===== src/rtl/divider_pkg.sv =====
// rtl/divider_pkg.sv - shared types and helpers for the sequential restoring divider
package divider_pkg;

    typedef enum logic [1:0] {IDLE, CALC, FIN} state_t;

    localparam int MAX_WIDTH = 64;

    function automatic int cnt_width(input int width);
        return (width <= 2) ? 1 : $clog2(width);
    endfunction

    function automatic logic [MAX_WIDTH-1:0] ones_pattern(input int width);
        return (width >= MAX_WIDTH) ? '1 : ((64'd1 << width) - 64'd1);
    endfunction

    function automatic logic [MAX_WIDTH-1:0] min_pattern(input int width);
        return 64'd1 << (width - 1);
    endfunction

endpackage


===== src/rtl/div_step.sv =====
// rtl/div_step.sv - one combinational restoring-division step
module div_step #(
    parameter int WIDTH = 5
) (
    input  logic [WIDTH-1:0] rem,
    input  logic             bit_in,
    input  logic [WIDTH-1:0] divisor,
    output logic [WIDTH-1:0] rem_next,
    output logic             q_bit
);

    logic [WIDTH:0] shifted;
    logic [WIDTH:0] diff;

    always_comb begin
        shifted = {rem, bit_in};
        diff    = shifted - {1'b0, divisor};
        // A clear top bit means the trial subtraction did not go negative
        q_bit    = ~diff[WIDTH];
        rem_next = q_bit ? diff[WIDTH-1:0] : shifted[WIDTH-1:0];
    end

endmodule


===== src/rtl/divider_seq.sv =====
// rtl/divider_seq.sv - iterative restoring divider, one quotient bit per clock
module divider_seq
    import divider_pkg::*;
#(
    parameter int WIDTH     = 5,
    parameter bit SIGNED_EN = 1
) (
    input  logic             clk,
    input  logic             reset,
    input  logic             start,
    input  logic             signed_mode,
    input  logic [WIDTH-1:0] a,
    input  logic [WIDTH-1:0] b,
    output logic [WIDTH-1:0] opt,
    output logic [WIDTH-1:0] low,
    output logic             busy,
    output logic             done,
    output logic             div_zero
);

    localparam int               CW   = cnt_width(WIDTH);
    localparam logic [WIDTH-1:0] ONES = WIDTH'(ones_pattern(WIDTH));

    state_t           state;
    logic [CW-1:0]    cnt;
    logic [WIDTH-1:0] rem;
    logic [WIDTH-1:0] quo;
    logic [WIDTH-1:0] dvs;
    logic [WIDTH-1:0] a_raw;
    logic             neg_q;
    logic             neg_r;
    logic             dz;

    logic             sign_a;
    logic             sign_b;
    logic [WIDTH-1:0] a_mag;
    logic [WIDTH-1:0] b_mag;
    logic [WIDTH-1:0] rem_next;
    logic             q_bit;

    always_comb begin
        sign_a = SIGNED_EN && signed_mode && a[WIDTH-1];
        sign_b = SIGNED_EN && signed_mode && b[WIDTH-1];
        a_mag  = sign_a ? -a : a;
        b_mag  = sign_b ? -b : b;
    end

    div_step #(.WIDTH(WIDTH)) u_step (
        .rem      (rem),
        .bit_in   (quo[WIDTH-1]),
        .divisor  (dvs),
        .rem_next (rem_next),
        .q_bit    (q_bit)
    );

    always_ff @(posedge clk or negedge reset) begin
        if (!reset) begin
            state    <= IDLE;
            cnt      <= '0;
            rem      <= '0;
            quo      <= '0;
            dvs      <= '0;
            a_raw    <= '0;
            neg_q    <= 1'b0;
            neg_r    <= 1'b0;
            dz       <= 1'b0;
            opt      <= '0;
            low      <= '0;
            busy     <= 1'b0;
            done     <= 1'b0;
            div_zero <= 1'b0;
        end else begin
            done <= 1'b0;
            case (state)
                IDLE: begin
                    if (start) begin
                        a_raw <= a;
                        dvs   <= b_mag;
                        quo   <= a_mag;
                        rem   <= '0;
                        neg_q <= sign_a ^ sign_b;
                        neg_r <= sign_a;
                        dz    <= (b == '0);
                        busy  <= 1'b1;
                        state <= CALC;
                        // Divide by zero takes a single dummy CALC cycle so done lands two edges after accept
                        cnt   <= (b == '0) ? '0 : CW'(WIDTH - 1);
                    end
                end
                CALC: begin
                    rem <= rem_next;
                    quo <= {quo[WIDTH-2:0], q_bit};
                    if (cnt == '0) begin
                        state <= FIN;
                    end else begin
                        cnt <= cnt - CW'(1);
                    end
                end
                FIN: begin
                    busy     <= 1'b0;
                    done     <= 1'b1;
                    div_zero <= dz;
                    if (dz) begin
                        opt <= ONES;
                        low <= a_raw;
                    end else begin
                        opt <= neg_q ? -quo : quo;
                        low <= neg_r ? -rem : rem;
                    end
                    state <= IDLE;
                end
                default: state <= IDLE;
            endcase
        end
    end

endmodule

===== config.mk =====
export PLATFORM = sky130hd
export DESIGN_NAME = divider_seq
export DESIGN_NICKNAME = d
export VERILOG_FILES = /design/src/rtl/divider_pkg.sv /design/src/rtl/div_step.sv /design/src/rtl/divider_seq.sv
export SDC_FILE = /design/constraint.sdc
export NUM_CORES = 1
export LEC_CHECK = 0
export BUFFER_PORTS_ARGS = -buffer_cell sky130_fd_sc_hd__buf_2
export CAP_MARGIN = 10
export CORE_ASPECT_RATIO = 1.2
export CORE_MARGIN = 4
export CORE_UTILIZATION = 62
export CTS_CLUSTER_SIZE = 12
export DETAILED_ROUTE_END_ITERATION = 7
export PLACE_DENSITY = 0.94
export SLEW_MARGIN = 30
export SYNTH_ARGS = -nofsm -noshare
export SYNTH_HDL_FRONTEND = slang
export SYNTH_SLANG_ARGS = --single-unit

===== constraint.sdc =====
create_clock -name clk -period 3.2 [get_ports clk]
set_input_delay 0 -clock clk [delete_from_list [all_inputs] [get_ports clk]]
set_output_delay 0 -clock clk [all_outputs]
set_load 0.01 [all_outputs]

==> key figures, run 1 <==
Routing
  – Routed via count: approximately 2,000
  – WL met2: between 2000 and 3000 µm
  – Vias/cell: 5.92
  – Wire per inst: 16.0 µm
  – Met1 WL: 2040 µm
  – Drt first pass iters: 4
  – DRC violations left: 0
  – Total Wirelength: approximately 5400 µm
  – Detail Route Antenna Nets: 0
  – Top Metal Used: met4
  – 1st-iter DRT viols: around 180
  – Metal3 WL: about 350 µm

Clock tree
  – Clk slew on worst S/H paths: around 0.080 ns
  – CTS tree: yes
  – H-tree Lvls: 2
  – CTS resizes: 0
  – Post-CTS Setup Bufs: 0
  – Skew-Pair Late Insertion Delay: 0.31 ns
  – Clock Sinks: 41
  – Clk root buf: clkbuf_8
  – CTS buffer count: 5
  – Bufs on Longest Clock Path: 2
  – CTS Hold Buffers Added: 7

Layout
  – Area growth syn-to-layout: 15.3%
  – Filler cell count: between 200 and 300
  – Fraction of layout cells with a size suffix above 1: roughly 15%
  – Area of the multi-input gates: ~1200 µm²
  – Most frequent cells in the layout: nand2_1, dfrtp_1, buf_2
  – Most common cell after layout, fill and taps aside: nand2_1
  – # diodes: 0
  – Register area: about 1000 µm²
  – Fin nets: 312

Synth
  – Ys async rst share: between 90% and 100%
  – Top_reg_cell synth: dfrtp_1
  – Syn nets: 279
  – Post-synth EDFFs: 0
  – Synth top area cells: dfrtp_1, nand2_1, ha_1
  – Share of the synthesized area in the top cell type: between 40% and 50%
  – Cells after Synth: around 250
  – Post-Syn Area: between 2000 and 2500 µm²
  – Yosys reg bits: between 40 and 50
  – Avg Inst Size Synth: 9.30 µm²
  – Part of the Yosys area used for sequential elements: roughly 44%
  – Synth area leader: dfrtp_1
  – Yosys warns: 0
  – Synth cell types: 42

Floorplan
  – DIE WIDTH: about 64 µm
  – Die area: a little under 5000 µm²
  – FP Rows: 24
  – Die Y: 75.4 µm
  – Initial Util: between 60 and 70%
  – Core area: 3630 µm²
  – Io pins: 27

Worst hold path
  – Hold_sp: b[3]
  – Worst hold path class: primary input to flop

GRT
  – All-Layer GR Usage: 23.5%
  – Largest net degree at the start of global routing: 42
  – Initial antenna violation count: 0
  – Vias in the first global route: between 1,500 and 2,000
  – Overflow after GRT: 0
  – First-pass GRT wire length: 8770 µm

STA
  – Post-layout min period: between 2 and 2.5 ns
  – Crit share post-route: 63.1%
  – Unrepaired setup endpoints after global routing: false
  – Slew headroom: 50.0%
  – F_max: around 0.49 GHz
  – Final hold violations: 0
  – Worst setup margin: 1.18 ns
  – Fin. max-slew vios: 0
  – Fin Clk Skew: 0.00741 ns
  – Slew at the pin closest to its max-slew limit: roughly 0.75 ns
  – Setup_tns: 0 ns
  – Setup violations, final: 0

Worst setup path
  – Critical Path Source: rem[2]
  – Crit path capture type: flop
  – Largest stage delay, worst path: around 0.5 ns
  – Required time at the worst-slack endpoint: 3.41 ns
  – Worst path arrival time: 2.23 ns
  – Crit-path max FO: 6
  – Crit path max-delay cell type: a2111o_1
  – CP Cell Sequence: ha_1 -> o21ai_0 -> a2111o_1 -> o211a_4 -> o311ai_4
  – CP startpoint kind: flop
  – Worst r2r src: rem[2]
  – Critical path type: flop to flop

Placement
  – Setup WS pre-CTS: 1.23 ns
  – RePlAce Congestion: around 0.91
  – Final HPWL DP: between 3000 and 4000 µm
  – I/O Buffers: 26

Pwr
  – LEAKAGE: roughly 1.3 nW
  – Power per cell area: around 1100 nW/µm²
  – Maximum vdd drop: approximately 0.00053 V

Job
  – Max_cap viols: 0

Run status
  – Status: complete, no violations
==> stage by stage <==
stage / instance area, µm² / total power, mW / hold slack, ns / std cells / util (%)
2_1_floorplan: 2340 / 2.10 / -0.296 / 252 / -
3_3_place_gp: 2510 / 2.37 / 0.161 / 323 / 69.1
5_1_grt: 2700 / 3.15 / 0.0333 / 338 / 74.4
3_5_place_dp: 2510 / 2.47 / 0.158 / 323 / 69.1
4_1_cts: 2700 / 2.93 / 0.00972 / 338 / 74.3
6_report: 2700 / 2.95 / 0.0135 / 338 / 74.4
==> area by class of cell <==
| class | instances | share of cell area [%] |
|---|---|---|
| multi-input combinational | 181 | 44.5 |
| sequential | 41 | 38.0 |
| timing repair buffer | 33 | 7.50 |
| inverter | 23 | 3.19 |
| clock buffer | 6 | 3.06 |
| tap | 52 | 2.41 |
| clock inverter | 2 | 1.39 |
==> power breakdown <==
part,internal [mW],leakage (nW),switching [mW],total [mW]
clock network,0.254,0.0574,0.189,0.442
logic,0.651,0.718,0.891,1.54
registers,0.757,0.509,0.211,0.968
==> layer usage <==
layer / track usage [%] / vias to the layer above
met4: 10.8 / 0
met3: 5.90 / 20
met2: 42.4 / 101
li1: - / 933
met1: 26.4 / 947
met5: 0 / -
==> worst max-delay path, delay by kind of cell, from the launching register on <==
family / cells / cell delay, ns
fa+ha+maj: 1 / 0.36
flops: 1 / 0.45
compound gates: 4 / 1.11
==> flip-flops by register name, indices dropped and copies added (netlist names) <==
signal,cells
cnt,3
opt,5
a_raw,5
rem,5
dvs,5
dz,1
done,1
quo,5
state,2
div_zero,1
busy,1
low,5
neg_q,1
neg_r,1
==> kinds of logic after synthesis <==
group           synth area share [%]
xor+xnor                        4.48
fa+ha+maj                       7.26
compound gates                  19.3
mux                             3.04
simple gates                    17.2
flops                           43.8
buf+inv                         4.91
==> worst paths after layout <==
check,to,slack [ns],depth (start not counted)
worst max-delay path,rem[3],1.18,5
worst min-delay path,dvs[3],0.01,3
worst max register to register,rem[3],1.18,5
worst min register to register,div_zero,0.47,2
max in group asynchronous,low[3],2.66,2
min in group asynchronous,rem[4],0.20,2
==> synthesized netlist by cell type, drive strengths merged (3+ instances only) <==
cell      n
nand2    49
dfrtp    41
o311ai    7
inv      23
nand2b    6
mux2i     6
nor3b     3
and2      3
o2111ai   5
o21ai    18
o31ai     3
a21oi    12
ha       12
clkbuf    5
xnor2    10
nor2     18
o22ai     4
(Power assumes the default switching activity.)
==> run 2, diff against run 1 <==
Settings changed: CORE_UTILIZATION 62 to 52, PLACE_DENSITY 0.94 to 0.85.
Clock period 3.2 ns to 1.6 ns, I/O delays scaled along.
==> key figures, run 2 (same netlist as run 1, synthesis figures left out) <==
Floorplan
  – DIE WIDTH: 69.3 µm (+8.0%)
  – Core area: 4290 µm² (+18%)
  – Initial Util: 54.6% (-9.9 points)
  – Die area: 5650 µm² (+17%)
  – Io pins: 27 (unchanged)
  – FP Rows: 26 (+8.3%)
  – Die Y: 81.5 µm (+8.2%)

Worst setup path
  – Worst path arrival time: 1.98 ns (-0.25 ns)
  – CP startpoint kind: flop
  – Required time at the worst-slack endpoint: 1.77 ns (-1.64 ns)
  – Crit path capture type: flop
  – Crit-path max FO: 4 (-2)
  – Critical path type: flop to flop

Clock tree
  – Clk root buf: clkbuf_8
  – Skew-Pair Late Insertion Delay: 0.30 ns (about the same)
  – CTS buffer count: 5 (unchanged)
  – CTS tree: yes
  – H-tree Lvls: 2 (unchanged)
  – Bufs on Longest Clock Path: 2 (unchanged)
  – Clock Sinks: 41 (unchanged)
  – Clk slew on worst S/H paths: 0.09 ns (about the same)

STA
  – Fin Clk Skew: 0.00856 ns (+0.00115 ns)
  – Slew headroom: 62.8% (+13 points)
  – Crit share post-route: 113% (+50 points)
  – Worst setup margin: -0.205 ns (-1.38 ns)
  – Slew at the pin closest to its max-slew limit: 0.557 ns (-0.191 ns)
  – Fin Hold WS: 0.0136 ns (+0.0000339 ns)
  – Setup_tns: -1.01 ns (-1.01 ns)
  – Post-layout min period: 1.81 ns (-0.215 ns)
  – Setup violations, final: 7 (+7)
  – Fin. max-slew vios: 0 (unchanged)
  – Unrepaired setup endpoints after global routing: true
  – F_max: 0.554 GHz (+12%)
  – Final hold violations: 0 (unchanged)

GRT
  – Largest net degree at the start of global routing: 42 (unchanged)
  – Initial antenna violation count: 0 (unchanged)
  – Global routing's busiest layer: met2
  – Overflow after GRT: 0 (unchanged)
  – All-Layer GR Usage: 22.0% (-1.5 points)
  – GR Util met3: 3.67% (-2.2 points)
  – Vias in the first global route: 2,133 (+9.5%)
  – GR Util met2: 39.5% (-2.9 points)
  – First-pass GRT wire length: 9800 µm (+12%)
  – Global Route met1 Usage: 24.9% (-1.5 points)

Layout
  – Fraction of layout cells with a size suffix above 1: 30.0% (+15 points)
  – Area growth syn-to-layout: 29.4%
  – Most frequent cells in the layout: nand2_1, dfrtp_1, buf_4
  – Finished layout cell area: 3030 µm² (+12%)
  – Fin nets: 339 (+8.7%)
  – # diodes: 0 (unchanged)
  – Most common cell after layout, fill and taps aside: nand2_1

Placement
  – Final HPWL DP: 4010 µm (+8.6%)
  – RePlAce Congestion: 0.898 (-1.5%)
  – Setup WS pre-CTS: -0.186 ns (-1.42 ns)
  – I/O Buffers: 26 (unchanged)
  – Area post-placement: 2750 µm² (+9.7%)

Routing
  – Detail Route Antenna Nets: 0 (unchanged)
  – Routed via count: 2,037 (+1.8%)
  – Wire per inst: 15.7 µm (-2.0%)
  – Total Wirelength: 5780 µm (+7.0%)
  – DRC violations left: 0 (unchanged)
  – Vias/cell: 5.52 (-6.8%)
  – 1st-iter DRT viols: 152 (-16%)
  – Drt first pass iters: 4 (unchanged)

Pwr
  – Power share of the clock group: 10.1% (-4.9 points)
  – Comb pwr share: 62.0% (+9.8 points)
  – Pint: 3.89 mW (+130%)
  – Power per cell area: 2250 nW/µm² (+110%)
  – Psw: 2.94 mW (+130%)
  – Overall Power: 6.83 mW (+130%)
  – Sw Share: 43.1% (-0.61 points)
  – Maximum vdd drop: 0.00140 V (+160%)
  – LEAKAGE: 1.42 nW (+10%)
  – Seq pwr share: 27.9% (-4.9 points)

Worst hold path
  – Worst hold path class: primary input to flop

Job
  – Max_cap viols: 0 (unchanged)

Run status
  – Failing checks: negative setup slack
  – Status: finished, violations left
[run 2: critical path: stages, from the launching register on]
cell and delay, ns:
dfrtp_1 0.43, ha_4 0.31, inv_2 0.03, a2111o_1 0.45
buf_4 0.18, o2111ai_1 0.14, o211ai_1 0.13
[run 2: final timing paths]
path	from	to	slack, ns	depth (start not counted)
max in group asynchronous	reset	rem[0]	1.18	3
min in group asynchronous	reset	opt[1]	0.20	3
setup reg to reg	rem[3]	rem[2]	-0.21	6
hold / removal	a[1]	a_raw[1]	0.01	3
hold reg to reg	div_zero	div_zero	0.47	2
setup / recovery	rem[3]	rem[2]	-0.21	6
[run 2: final cells by class]
cell class | instances | area, µm²
clock inverter | 3 | 21.3
sequential | 41 | 1030
clock buffer | 5 | 68.8
tap | 56 | 70.1
inverter | 23 | 86.3
fill | 311 | 1260
multi-input combinational | 181 | 1350
timing repair buffer | 60 | 410
[run 2: stage by stage]
stage | utilization (%) | cells
finish | 70.6 | 369
global route | 70.6 | 369
CTS | 69.3 | 366
detailed placement | 64.1 | 348
global placement | 64.1 | 348
floorplan | - | 252
[run 2: layer usage]
| metal | wire, µm | vias up | share of wire (%) |
|---|---|---|---|
| met3 | 333 | 21 | 5.8 |
| met1 | 2270 | 954 | 39 |
| met4 | 223 | 0 | 3.9 |
| li1 | - | 986 | - |
| met5 | 0 | - | 0 |
| met2 | 2950 | 76 | 51 |
[run 2: repair_timing]
item,CTS,global route
hold buffers,5,0
gates resized for setup,12,6
endpoints found under the hold margin,45,0
endpoints found under the setup margin,7,7
pin swaps,6,1
buffers inserted,5,3
[run 2: power groups by stage]
stage                     clock (mW)  sequential [mW]  combinational (mW)
after floorplan                    0             1.91                2.53
after global placement             0             1.88                3.48
after detailed placement           0             1.91                3.63
after CTS                      0.704             1.90                4.00
after global routing           0.755             1.97                4.66
final                          0.692             1.90                4.24
==> run 3, diff against run 2 <==
--- a/config.mk
+++ b/config.mk
@@ -11,6 +11,6 @@
 export CORE_MARGIN = 4
-export CORE_UTILIZATION = 52
+export CORE_UTILIZATION = 40
 export CTS_CLUSTER_SIZE = 12
 export DETAILED_ROUTE_END_ITERATION = 7
-export PLACE_DENSITY = 0.85
+export PLACE_DENSITY = 0.7
 export SLEW_MARGIN = 30
==> constraint.sdc (replaced) <==
create_clock -name clk -period 1.6 [get_ports clk]
set_input_delay 0.16 -clock clk [delete_from_list [all_inputs] [get_ports clk]]
set_output_delay 0.16 -clock clk [all_outputs]
set_load 0.01 [all_outputs]
==> key figures, run 3 (same netlist as run 1, synthesis figures left out) <==
GRT
  – Overflow after GRT: 0 (unchanged)
  – GR Util met3: 2.85% (-0.82 points)
  – Global Route met1 Usage: 19.1% (-5.8 points)
  – Vias in the first global route: 1,925 (-9.8%)
  – Global routing's busiest layer: met2
  – Initial antenna violation count: 0 (unchanged)
  – GR Util met2: 27.3% (-12 points)
  – Largest net degree at the start of global routing: 24 (-43%)
  – All-Layer GR Usage: 15.6% (-6.4 points)
  – First-pass GRT wire length: 8870 µm (-9.4%)

Layout
  – Most common cell after layout, fill and taps aside: nand2_1
  – Layout Cells excl Fill: 391 (+6.0%)
  – Fin nets: 337 (-0.59%)
  – Filler cell count: 506 (+63%)
  – Area of the multi-input gates: 1350 µm² (-0.19%)
  – Register area: 1030 µm² (-0.12%)
  – # diodes: 0 (unchanged)
  – Final core utilization: 54.1% (-17 points)
  – Most frequent cells in the layout: nand2_1, dfrtp_1, buf_4
  – Area growth syn-to-layout: 30.8%
  – Finished layout cell area: 3060 µm² (+1.1%)
  – Fraction of layout cells with a size suffix above 1: 29.6% (-0.45 points)

Pwr
  – Comb pwr share: 60.4% (-1.6 points)
  – Power share of the clock group: 12.5% (+2.4 points)
  – Seq pwr share: 27.1% (-0.8 points)
  – Sw Share: 40.9% (-2.2 points)
  – Maximum vdd drop: 0.000832 V (-40%)
  – Pint: 4.11 mW (+5.7%)
  – Power per cell area: 2270 nW/µm² (+0.57%)
  – LEAKAGE: 1.43 nW (+0.78%)
  – Psw: 2.84 mW (-3.6%)
  – Overall Power: 6.94 mW (+1.7%)

Routing
  – 1st-iter DRT viols: 109 (-28%)
  – Routed via count: 1,995 (-2.1%)
  – Wire per inst: 13.8 µm (-12%)
  – Total Wirelength: 5390 µm (-6.7%)
  – Drt first pass iters: 6 (+2)
  – Vias/cell: 5.10 (-7.6%)
  – Detail Route Antenna Nets: 0 (unchanged)
  – DRC violations left: 0 (unchanged)

STA
  – Worst setup margin: -0.230 ns (-0.0250 ns)
  – Fin Clk Skew: 0.00363 ns (-0.00493 ns)
  – Slew headroom: 68.2% (+5.4 points)
  – Post-layout min period: 1.83 ns (+0.0250 ns)
  – Unrepaired setup endpoints after global routing: true
  – F_max: 0.546 GHz (-1.4%)
  – Final hold violations: 0 (unchanged)
  – Crit share post-route: 114% (+1.6 points)
  – Fin. max-slew vios: 0 (unchanged)
  – Slew at the pin closest to its max-slew limit: 0.477 ns (-0.0805 ns)
  – Setup violations, final: 7 (unchanged)

Worst setup path
  – Worst path arrival time: 1.99 ns (about the same)
  – Crit path max-delay cell type: a2111o_1
  – Crit path max-delay family: compound AO/OA/AOI/OAI gates
  – FF-to-FF End: rem[0]
  – CP Cell Sequence: ha_4 -> nand2b_4 -> a2111o_1 -> buf_4 -> o2111ai_1 -> o311ai_2
  – Critical path type: flop to flop
  – Worst r2r path cells: 6 (unchanged)
  – Flop-to-flop setup slack: -0.23 ns (-0.02 ns)
  – Critical Path Source: rem[0]
  – Crit-path max FO: 5 (+1)
  – Crit path to: rem[0]
  – Largest stage delay, worst path: 0.49 ns (+0.04 ns)
  – CP startpoint kind: flop
  – Worst r2r src: rem[0]
  – Buf/Inv on CP: 1 (-1)
  – Required time at the worst-slack endpoint: 1.76 ns (about the same)
  – Crit path capture type: flop
  – CP Depth: 6 (unchanged)

Clock tree
  – CTS tree: yes
  – Clk slew on worst S/H paths: 0.08 ns (about the same)
  – Bufs on Longest Clock Path: 2 (unchanged)
  – H-tree Lvls: 2 (unchanged)
  – Clk root buf: clkbuf_8
  – Clock Sinks: 41 (unchanged)
  – Skew-Pair Late Insertion Delay: 0.29 ns (about the same)
  – CTS buffer count: 5 (unchanged)

Placement
  – RePlAce Congestion: 0.844 (-6.0%)
  – I/O Buffers: 26 (unchanged)
  – Area post-placement: 2780 µm² (+1.1%)
  – Setup WS pre-CTS: -0.205 ns (-0.0190 ns)
  – Final HPWL DP: 4000 µm (-0.34%)
  – Placed insts: 372 (+6.9%)

Floorplan
  – Die area: 7150 µm² (+27%)
  – Initial Util: 41.3% (-13 points)
  – Io pins: 27 (unchanged)
  – FP Rows: 30 (+15%)
  – Die Y: 91.9 µm (+13%)
  – DIE WIDTH: 77.9 µm (+12%)
  – Core area: 5670 µm² (+32%)

Run status
  – Status: finished, violations left
  – Failing checks: negative setup slack

Job
  – Max_cap viols: 0 (unchanged)

Worst hold path
  – Worst hold path class: primary input to flop
## run 3: repair_timing
item,CTS,global route
buffers inserted,9,1
hold endpoints to repair,18,0
resized for setup,17,1
hold buffers,1,0
pin swaps,8,5
endpoints found under the setup margin,7,7
## run 3: power by group through the flow
| stage | logic, mW | clock network [mW] | registers, mW |
|---|---|---|---|
| after global routing | 4.61 | 0.930 | 1.94 |
| after global placement | 3.52 | 0 | 1.88 |
| after CTS | 4.06 | 0.889 | 1.88 |
| after floorplan | 2.53 | 0 | 1.91 |
| after detailed placement | 3.61 | 0 | 1.91 |
| final | 4.19 | 0.868 | 1.88 |
## run 3: routing by layer
metal | part of all wire (%) | routed length [µm]
met4 | 1.4 | 74
met1 | 44 | 2350
met5 | 0 | 0
met3 | 4.9 | 265
met2 | 50 | 2700
## run 3: how the worst min path moves through the flow
stage / to / slack (ns) / cells after the start / start
floorplan: a_raw[0] / -0.14 / 0 / reset
CTS: a_raw[2] / 0.12 / 3 / a[2]
detailed placement: opt[1] / 0.14 / 1 / reset
finish: a_raw[2] / 0.12 / 3 / a[2]
global placement: opt[1] / 0.14 / 1 / reset
global route: a_raw[2] / 0.12 / 3 / a[2]
## run 3: per-stage QoR
step / hold WS [ns] / TNS, ns
CTS: 0.117 / -0.938
floorplan: -0.136 / -0.546
finish: 0.125 / -1.32
global route: 0.119 / -1.77
global placement: 0.139 / -0.901
detailed placement: 0.144 / -1.23
## run 3: cell type report
type / count / share of cell area, %
flip-flops and latches: 41 / 33.5
well taps: 80 / 3.27
multi-input cells: 181 / 43.9
clock inverters: 1 / 0.980
inverters: 23 / 2.98
clock buffers: 7 / 2.82
repair buffers: 58 / 12.6
## run 3: worst register-to-register path, stage by stage, from the launching register on
cell       delay (ns)
dfrtp_1          0.43
ha_4             0.29
nand2b_4         0.05
a2111o_1         0.49
buf_4            0.18
o2111ai_1        0.12
o311ai_2         0.14
